`src/rtl/booth_pkg.sv`:
```
// Purpose: shared FSM state and Booth digit types for the radix-4 multiplier.
// Latency: none (types and a pure combinational recode function).
// Backpressure: not applicable.
//
// Contents:
//   state_t        IDLE / CALC / DONE controller states
//   booth_digit_t  signed Booth digit as sign + one-hot magnitude {x2, x1}
//   booth_recode   {q1, q0, q_m1} -> booth_digit_t, independent of operand width
package booth_pkg;

  typedef enum logic [1:0] {
    S_IDLE = 2'd0,
    S_CALC = 2'd1,
    S_DONE = 2'd2
  } state_t;

  // Digit value is (neg ? -1 : +1) * (x2 ? 2 : x1 ? 1 : 0).
  // A zero digit always has neg=0, so the adder carry-in stays clean.
  typedef struct packed {
    logic neg;
    logic x2;
    logic x1;
  } booth_digit_t;

  localparam int RECODE_BITS = 3;

  function automatic booth_digit_t booth_recode(input logic [RECODE_BITS-1:0] bits);
    booth_digit_t d;
    d = '{neg: 1'b0, x2: 1'b0, x1: 1'b0};
    case (bits)
      3'b001, 3'b010: d = '{neg: 1'b0, x2: 1'b0, x1: 1'b1};
      3'b011:         d = '{neg: 1'b0, x2: 1'b1, x1: 1'b0};
      3'b100:         d = '{neg: 1'b1, x2: 1'b1, x1: 1'b0};
      3'b101, 3'b110: d = '{neg: 1'b1, x2: 1'b0, x1: 1'b1};
      default:        d = '{neg: 1'b0, x2: 1'b0, x1: 1'b0};
    endcase
    return d;
  endfunction

endpackage

```
`src/rtl/booth_r4_recoder.sv`:
```
// Purpose: recode one radix-4 Booth window and select the matching multiple of M.
// Latency: combinational.
// Backpressure: not applicable.
//
// Ports:
//   bits  in   3        {Q[1:0], q_m1} window of the multiplier
//   m     in   WIDTH+2  extended multiplicand
//   dig   out  3        recoded digit {neg, x2, x1}
//   pp    out  WIDTH+3  selected multiple, bitwise inverted when dig.neg=1;
//                       the adder supplies dig.neg as carry-in to finish the
//                       two's-complement negation
module booth_r4_recoder
  import booth_pkg::*;
#(
  parameter int WIDTH = 16
) (
  input  logic [2:0]       bits,
  input  logic [WIDTH+1:0] m,
  output booth_digit_t     dig,
  output logic [WIDTH+2:0] pp
);

  logic [WIDTH+2:0] m_x1;
  logic [WIDTH+2:0] m_x2;
  logic [WIDTH+2:0] mag;

  assign dig  = booth_recode(bits);

  // Sign-extend one bit so that 2M of any in-range M stays representable.
  assign m_x1 = {m[WIDTH+1], m};
  assign m_x2 = {m, 1'b0};

  always_comb begin
    mag = '0;
    if (dig.x2) begin
      mag = m_x2;
    end else if (dig.x1) begin
      mag = m_x1;
    end
  end

  assign pp = mag ^ {(WIDTH+3){dig.neg}};

endmodule

```
`src/rtl/booth_radix4_mult.sv`:
```
// Purpose: sequential radix-4 Booth multiplier, signed or unsigned per transaction.
// Latency: start sampled at edge E0 -> done pulse and product after edge E0+WIDTH/2+2.
// Backpressure: start is only accepted while ready=1; requests while busy are dropped.
//
// Ports:
//   clk        in   1        clock, rising edge
//   rst        in   1        synchronous active-low reset
//   start      in   1        request, sampled while ready=1
//   is_signed  in   1        1: two's-complement operands, 0: unsigned
//   in1        in   WIDTH    multiplicand
//   in2        in   WIDTH    multiplier
//   ready      out  1        idle, can accept start
//   busy       out  1        operation in flight (CALC or DONE)
//   done       out  1        one-cycle pulse, out holds the new product
//   out        out  2*WIDTH  product, held until the next done or reset
module booth_radix4_mult
  import booth_pkg::*;
#(
  parameter int WIDTH = 16
) (
  input  logic               clk,
  input  logic               rst,
  input  logic               start,
  input  logic               is_signed,
  input  logic [WIDTH-1:0]   in1,
  input  logic [WIDTH-1:0]   in2,
  output logic               ready,
  output logic               busy,
  output logic               done,
  output logic [2*WIDTH-1:0] out
);

  // The extended multiplier is WIDTH+2 bits (even), so WIDTH/2+1 digits cover it.
  localparam int NITER = WIDTH / 2 + 1;
  localparam int CW    = $clog2(NITER + 1);

  if (((WIDTH % 2) != 0) || (WIDTH < 4)) begin : g_bad_width
    $error("booth_radix4_mult: WIDTH must be even and >= 4");
  end

  state_t           state;
  logic [WIDTH+2:0] acc;     // A: one guard bit beyond M so +/-2M never overflows
  logic [WIDTH+1:0] q;       // Q: multiplier, low product bits shift in from A
  logic [WIDTH+1:0] m;       // M: multiplicand, extended per is_signed
  logic             q_m1;
  logic [CW-1:0]    count;

  booth_digit_t     dig;
  logic [WIDTH+2:0] pp;
  logic [WIDTH+2:0] sum;
  logic [WIDTH+2:0] acc_nxt;

  booth_r4_recoder #(
    .WIDTH (WIDTH)
  ) u_recoder (
    .bits ({q[1:0], q_m1}),
    .m    (m),
    .dig  (dig),
    .pp   (pp)
  );

  // pp arrives one's-complemented for negative digits; dig.neg is the +1.
  assign sum = acc + pp + (WIDTH+3)'(dig.neg);

  // Zero digits leave A untouched so the adder result is not propagated.
  assign acc_nxt = (dig.x1 || dig.x2) ? sum : acc;

  always_ff @(posedge clk) begin
    if (!rst) begin
      state <= S_IDLE;
      acc   <= '0;
      q     <= '0;
      m     <= '0;
      q_m1  <= 1'b0;
      count <= '0;
      ready <= 1'b1;
      busy  <= 1'b0;
      done  <= 1'b0;
      out   <= '0;
    end else begin
      case (state)
        S_IDLE: begin
          done <= 1'b0;
          if (start) begin
            m     <= is_signed ? {{2{in1[WIDTH-1]}}, in1} : {2'b00, in1};
            q     <= is_signed ? {{2{in2[WIDTH-1]}}, in2} : {2'b00, in2};
            acc   <= '0;
            q_m1  <= 1'b0;
            count <= CW'(NITER);
            ready <= 1'b0;
            busy  <= 1'b1;
            state <= S_CALC;
          end
        end

        S_CALC: begin
          // Add the digit multiple, then arithmetic-shift {A,Q,q_m1} right by 2.
          acc   <= {{2{acc_nxt[WIDTH+2]}}, acc_nxt[WIDTH+2:2]};
          q     <= {acc_nxt[1:0], q[WIDTH+1:2]};
          q_m1  <= q[1];
          count <= count - CW'(1);
          if (count == CW'(1)) begin
            state <= S_DONE;
          end
        end

        S_DONE: begin
          // Low 2*WIDTH bits of {A,Q}; Q already supplies WIDTH+2 of them.
          out   <= {acc[WIDTH-3:0], q};
          done  <= 1'b1;
          busy  <= 1'b0;
          ready <= 1'b1;
          state <= S_IDLE;
        end

        default: begin
          state <= S_IDLE;
          ready <= 1'b1;
          busy  <= 1'b0;
          done  <= 1'b0;
        end
      endcase
    end
  end

endmodule
```
`config.mk`:
```
export PLATFORM = sky130hd
export DESIGN_NAME = booth_radix4_mult
export DESIGN_NICKNAME = d
export VERILOG_FILES = /design/src/rtl/booth_pkg.sv /design/src/rtl/booth_r4_recoder.sv /design/src/rtl/booth_radix4_mult.sv
export SDC_FILE = /design/constraint.sdc
export NUM_CORES = 1
export LEC_CHECK = 0
export ABC_AREA = 1
export CAP_MARGIN = 0
export CORE_MARGIN = 2
export CORE_UTILIZATION = 50
export DETAILED_ROUTE_END_ITERATION = 10
export PLACE_DENSITY = 0.74
export SKIP_CTS_REPAIR_TIMING = 1
export SLEW_MARGIN = 20
export SYNTH_ARGS = -nofsm -noshare
export SYNTH_HDL_FRONTEND = slang
export SYNTH_SLANG_ARGS = --single-unit
```
`constraint.sdc`:
```
create_clock -name clk -period 3.19 [get_ports clk]
set_input_delay 0.638 -clock clk [delete_from_list [all_inputs] [get_ports clk]]
set_output_delay 0.638 -clock clk [all_outputs]
set_load 0.005 [all_outputs]
```
==> key figures <==
Min path
  • WHS Path Cells: 2
  • Hold Path Class: flip-flop to flip-flop

Layout
  • Area of the multi-input gates: 2621 um2
  • Storage cell area: approximately 1900 um2
  • Share of cells above drive strength 1: 0.06366
  • Nets: about 810
  • Antenna cells: 0
  • P&R area growth vs syn: 19.56%
  • Fillers: 954

Setup path
  • Crit path kind: flip-flop to flip-flop
  • CP endpoint kind: flip-flop
  • Critical path peak fanout: 16
  • Worst setup SP type: flip-flop
  • R2R setup slack: roughly 0.33 ns
  • Worst EP arrival: 3.13 ns
  • CP required: 3.47 ns
  • Crit path to: acc[8]
  • Worst R2R Start: q[1]
  • RR Endpoint: acc[8]
  • FF-to-FF path depth: 14
  • Launch point of the critical path: q[1]

Timing
  • FMAX: 350.1 MHz
  • Hold Vio Cnt, Final: 0
  • Tcrit/Tclk final: 0.8955
  • RSZ-0062 raised after global routing: false
  • Worst slew pin tran: 0.7804 ns
  • Final setup fails: 0
  • Tmin final: 2.857 ns
  • Final Slew Violations: 0
  • Final WS setup: 0.3335 ns
  • Worst Skew: 0.01545 ns
  • TNS Setup: 0 ns
  • Relative slew slack: 0.4792

GRT
  • Largest net degree at the start of global routing: 53
  • Vias in the first global route: between 4000 and 5000
  • First-pass GRT wire length: 22880 um
  • Total grt overflow: 0
  • Total GRT Usage: 0.2594
  • Initial antenna violation count: 0

Detailed routing
  • Drt drc: 0
  • Antenna-violating nets left: 0
  • Drt pass-1 iters: 6
  • Starting DRT DRC Count: 358
  • Vias per cell: 5.545
  • Routed wire length: 13660 um
  • DR vias: 4918
  • Routed wire per std cell: 15.40 um

Power
  • Pleak: between 2 and 2.5 nW
  • Worst VDD drop: 0.3044 mV
  • PD cells: 491.7 nW/um2

Clock tree
  • Worst skew pair latency: ~0.38 ns
  • H-tree Lvls: 3
  • Total clock sinks: 94
  • Total CTS buffers: 9
  • Clock-pin slew on the worst setup and hold paths: 0.10 ns
  • CTS tree: built
  • Clk buf depth: 2
  • CTS root buffer: clkbuf_8

Synthesis
  • Synth async-reset ratio: 0
  • Top FF cell, synth: dfxtp_1
  • Post-Syn Area: 4976 um2
  • Cell type with the largest total area after synthesis: dfxtp_1
  • Unique masters post-synth: 42
  • Share of the synthesized area in the top cell type: 0.3782
  • Seq cells post-synth: 94
  • Number of synthesis warnings: 0
  • Ranking of synthesized cells by area: dfxtp_1 38%, nand2_1 8.7%, o21ai_0 7.0%, a21oi_1 6.8%, inv_1 6.0%
  • Post-synthesis sequential area ratio: 0.3782
  • Most instantiated cells after synthesis: 115 x nand2_1, 94 x dfxtp_1, 79 x inv_1, 70 x o21ai_0, 68 x a21oi_1
  • Most numerous cell in the Yosys netlist: nand2_1
  • Post-Syn Instances: 695
  • Number of synthesized flops with an enable pin: 0
  • Syn_area_per_cell: 7.160 um2
  • Synth Net Count: 752

Placed design
  • Hpwl dp: 10040 um
  • Port Buffers: 70
  • GPL Wtd Cong: 0.9465
  • Worst slack, placed: 0.2525 ns

Floorplan
  • Die Wd: 103.8 um
  • Top Ports: between 70 and 80
  • Die area: approximately 11000 um2
  • Die height: approximately 100 um
  • Row cnt: 36
  • Initial Utilization: 0.5114
  • Core area: 9729 um2

Run
  • Max Cap Viol: 0

Status
  • Status: finished clean
cell type report:
type / instances / share of cell area
Clock buffer: 9 / 0.02082
Clock inverter: 7 / 0.01535
Inverter: 87 / 0.05489
Multi-Input combinational cell: 482 / 0.4406
Sequential cell: 94 / 0.3163
Tap cell: 133 / 0.02797
Timing Repair Buffer: 75 / 0.1241
where the power goes:
group / switching, mW / total [mW] / internal, mW / leakage [nW]
clock network: 0.486 / 0.866 / 0.380 / 0.105
registers: 0.0618 / 1.33 / 1.27 / 0.768
logic: 0.457 / 0.732 / 0.274 / 1.50
through the flow:
stage / util / area (um2) / power [mW] / hold slack, ns / std cells
floorplan: - / 4976 / 1.852 / 0.4409 / 695
global placement: 0.5891 / 5732 / 2.054 / 0.4364 / 871
detailed placement: 0.5891 / 5732 / 2.072 / 0.4387 / 871
CTS: 0.6112 / 5947 / 2.922 / 0.4591 / 887
global route: 0.6115 / 5949 / 3.079 / 0.4796 / 887
finish: 0.6115 / 5949 / 2.925 / 0.4537 / 887
worst max-delay path, stage by stage (launching register included):
cell,delay [ns]
dfxtp_1,0.47
inv_2,0.09
nand2_1,0.13
nand2_4,0.14
o22ai_1,0.18
xnor2_1,0.18
ha_1,0.34
nand2_1,0.17
inv_1,0.05
a21oi_1,0.29
nand2_1,0.12
a31o_2,0.25
or2_1,0.21
nand3_1,0.08
a21oi_1,0.06
placed cells by master, fill, tap and decap left out, types with 2 or more instances in the layout:
cell type | synthesis | layout
a221oi_1 | 6 | 6
o21bai_1 | 3 | 3
buf_4 | 2 | 5
a21boi_0 | 2 | 2
nand3_1 | 31 | 31
o21ai_2 | 2 | 2
a31oi_1 | 14 | 14
nand2_2 | 6 | 7
o32ai_1 | 2 | 2
clkbuf_8 | 0 | 9
a21oi_1 | 68 | 68
nor2_4 | 3 | 3
nand2_1 | 115 | 114
o22ai_1 | 20 | 20
a22oi_1 | 3 | 3
nor3_1 | 7 | 7
o21ai_0 | 70 | 69
inv_1 | 79 | 79
clkdlybuf4s50_1 | 0 | 70
nor4_1 | 2 | 2
xor2_1 | 2 | 2
xnor2_1 | 16 | 16
clkinv_4 | 0 | 2
nor2_1 | 62 | 62
a211oi_1 | 2 | 2
o21ai_1 | 2 | 3
or2_1 | 2 | 2
nand4_1 | 7 | 7
inv_2 | 8 | 8
dfxtp_1 | 94 | 94
a21o_1 | 2 | 2
nand2_4 | 3 | 3
ha_1 | 20 | 20
o21a_1 | 2 | 2
worst min path at each step:
| stage | start | endpoint | slack [ns] |
|---|---|---|---|
| 2_1_floorplan | m[15] | m[15] | 0.44 |
| 3_3_place_gp | ready | ready | 0.44 |
| 3_5_place_dp | ready | ready | 0.44 |
| 4_1_cts | ready | ready | 0.46 |
| 5_1_grt | ready | ready | 0.48 |
| 6_report | ready | ready | 0.45 |
logic make-up (layout without fill, tap and decap cells):
group	Yosys count	count (layout)	share of synthesized area
buffers and inverters	119	178	0.09555
DFF	94	94	0.3782
xor gates and xnor gates	18	18	0.03168
adders and majority gates	21	21	0.05431
AOI/OAI and AO/OA	202	202	0.2291
and+or+nand+nor	241	241	0.2112
sequential cells by signal (all words and copies together), names as in the netlist:
name   cells
state      2
done       1
q         18
count      4
busy       1
m         17
out       32
acc       17
q_m1       1
ready      1
routing by layer:
layer / up-vias / routed length [um] / global-route usage
met2: 149 / 6226 / 0.4167
met4: 0 / 210 / 0.06178
met1: 2308 / 6516 / 0.3623
li1: 2440 / - / -
met5: - / 0 / 0
met3: 21 / 706 / 0.04846
(Power assumes the default switching activity.)
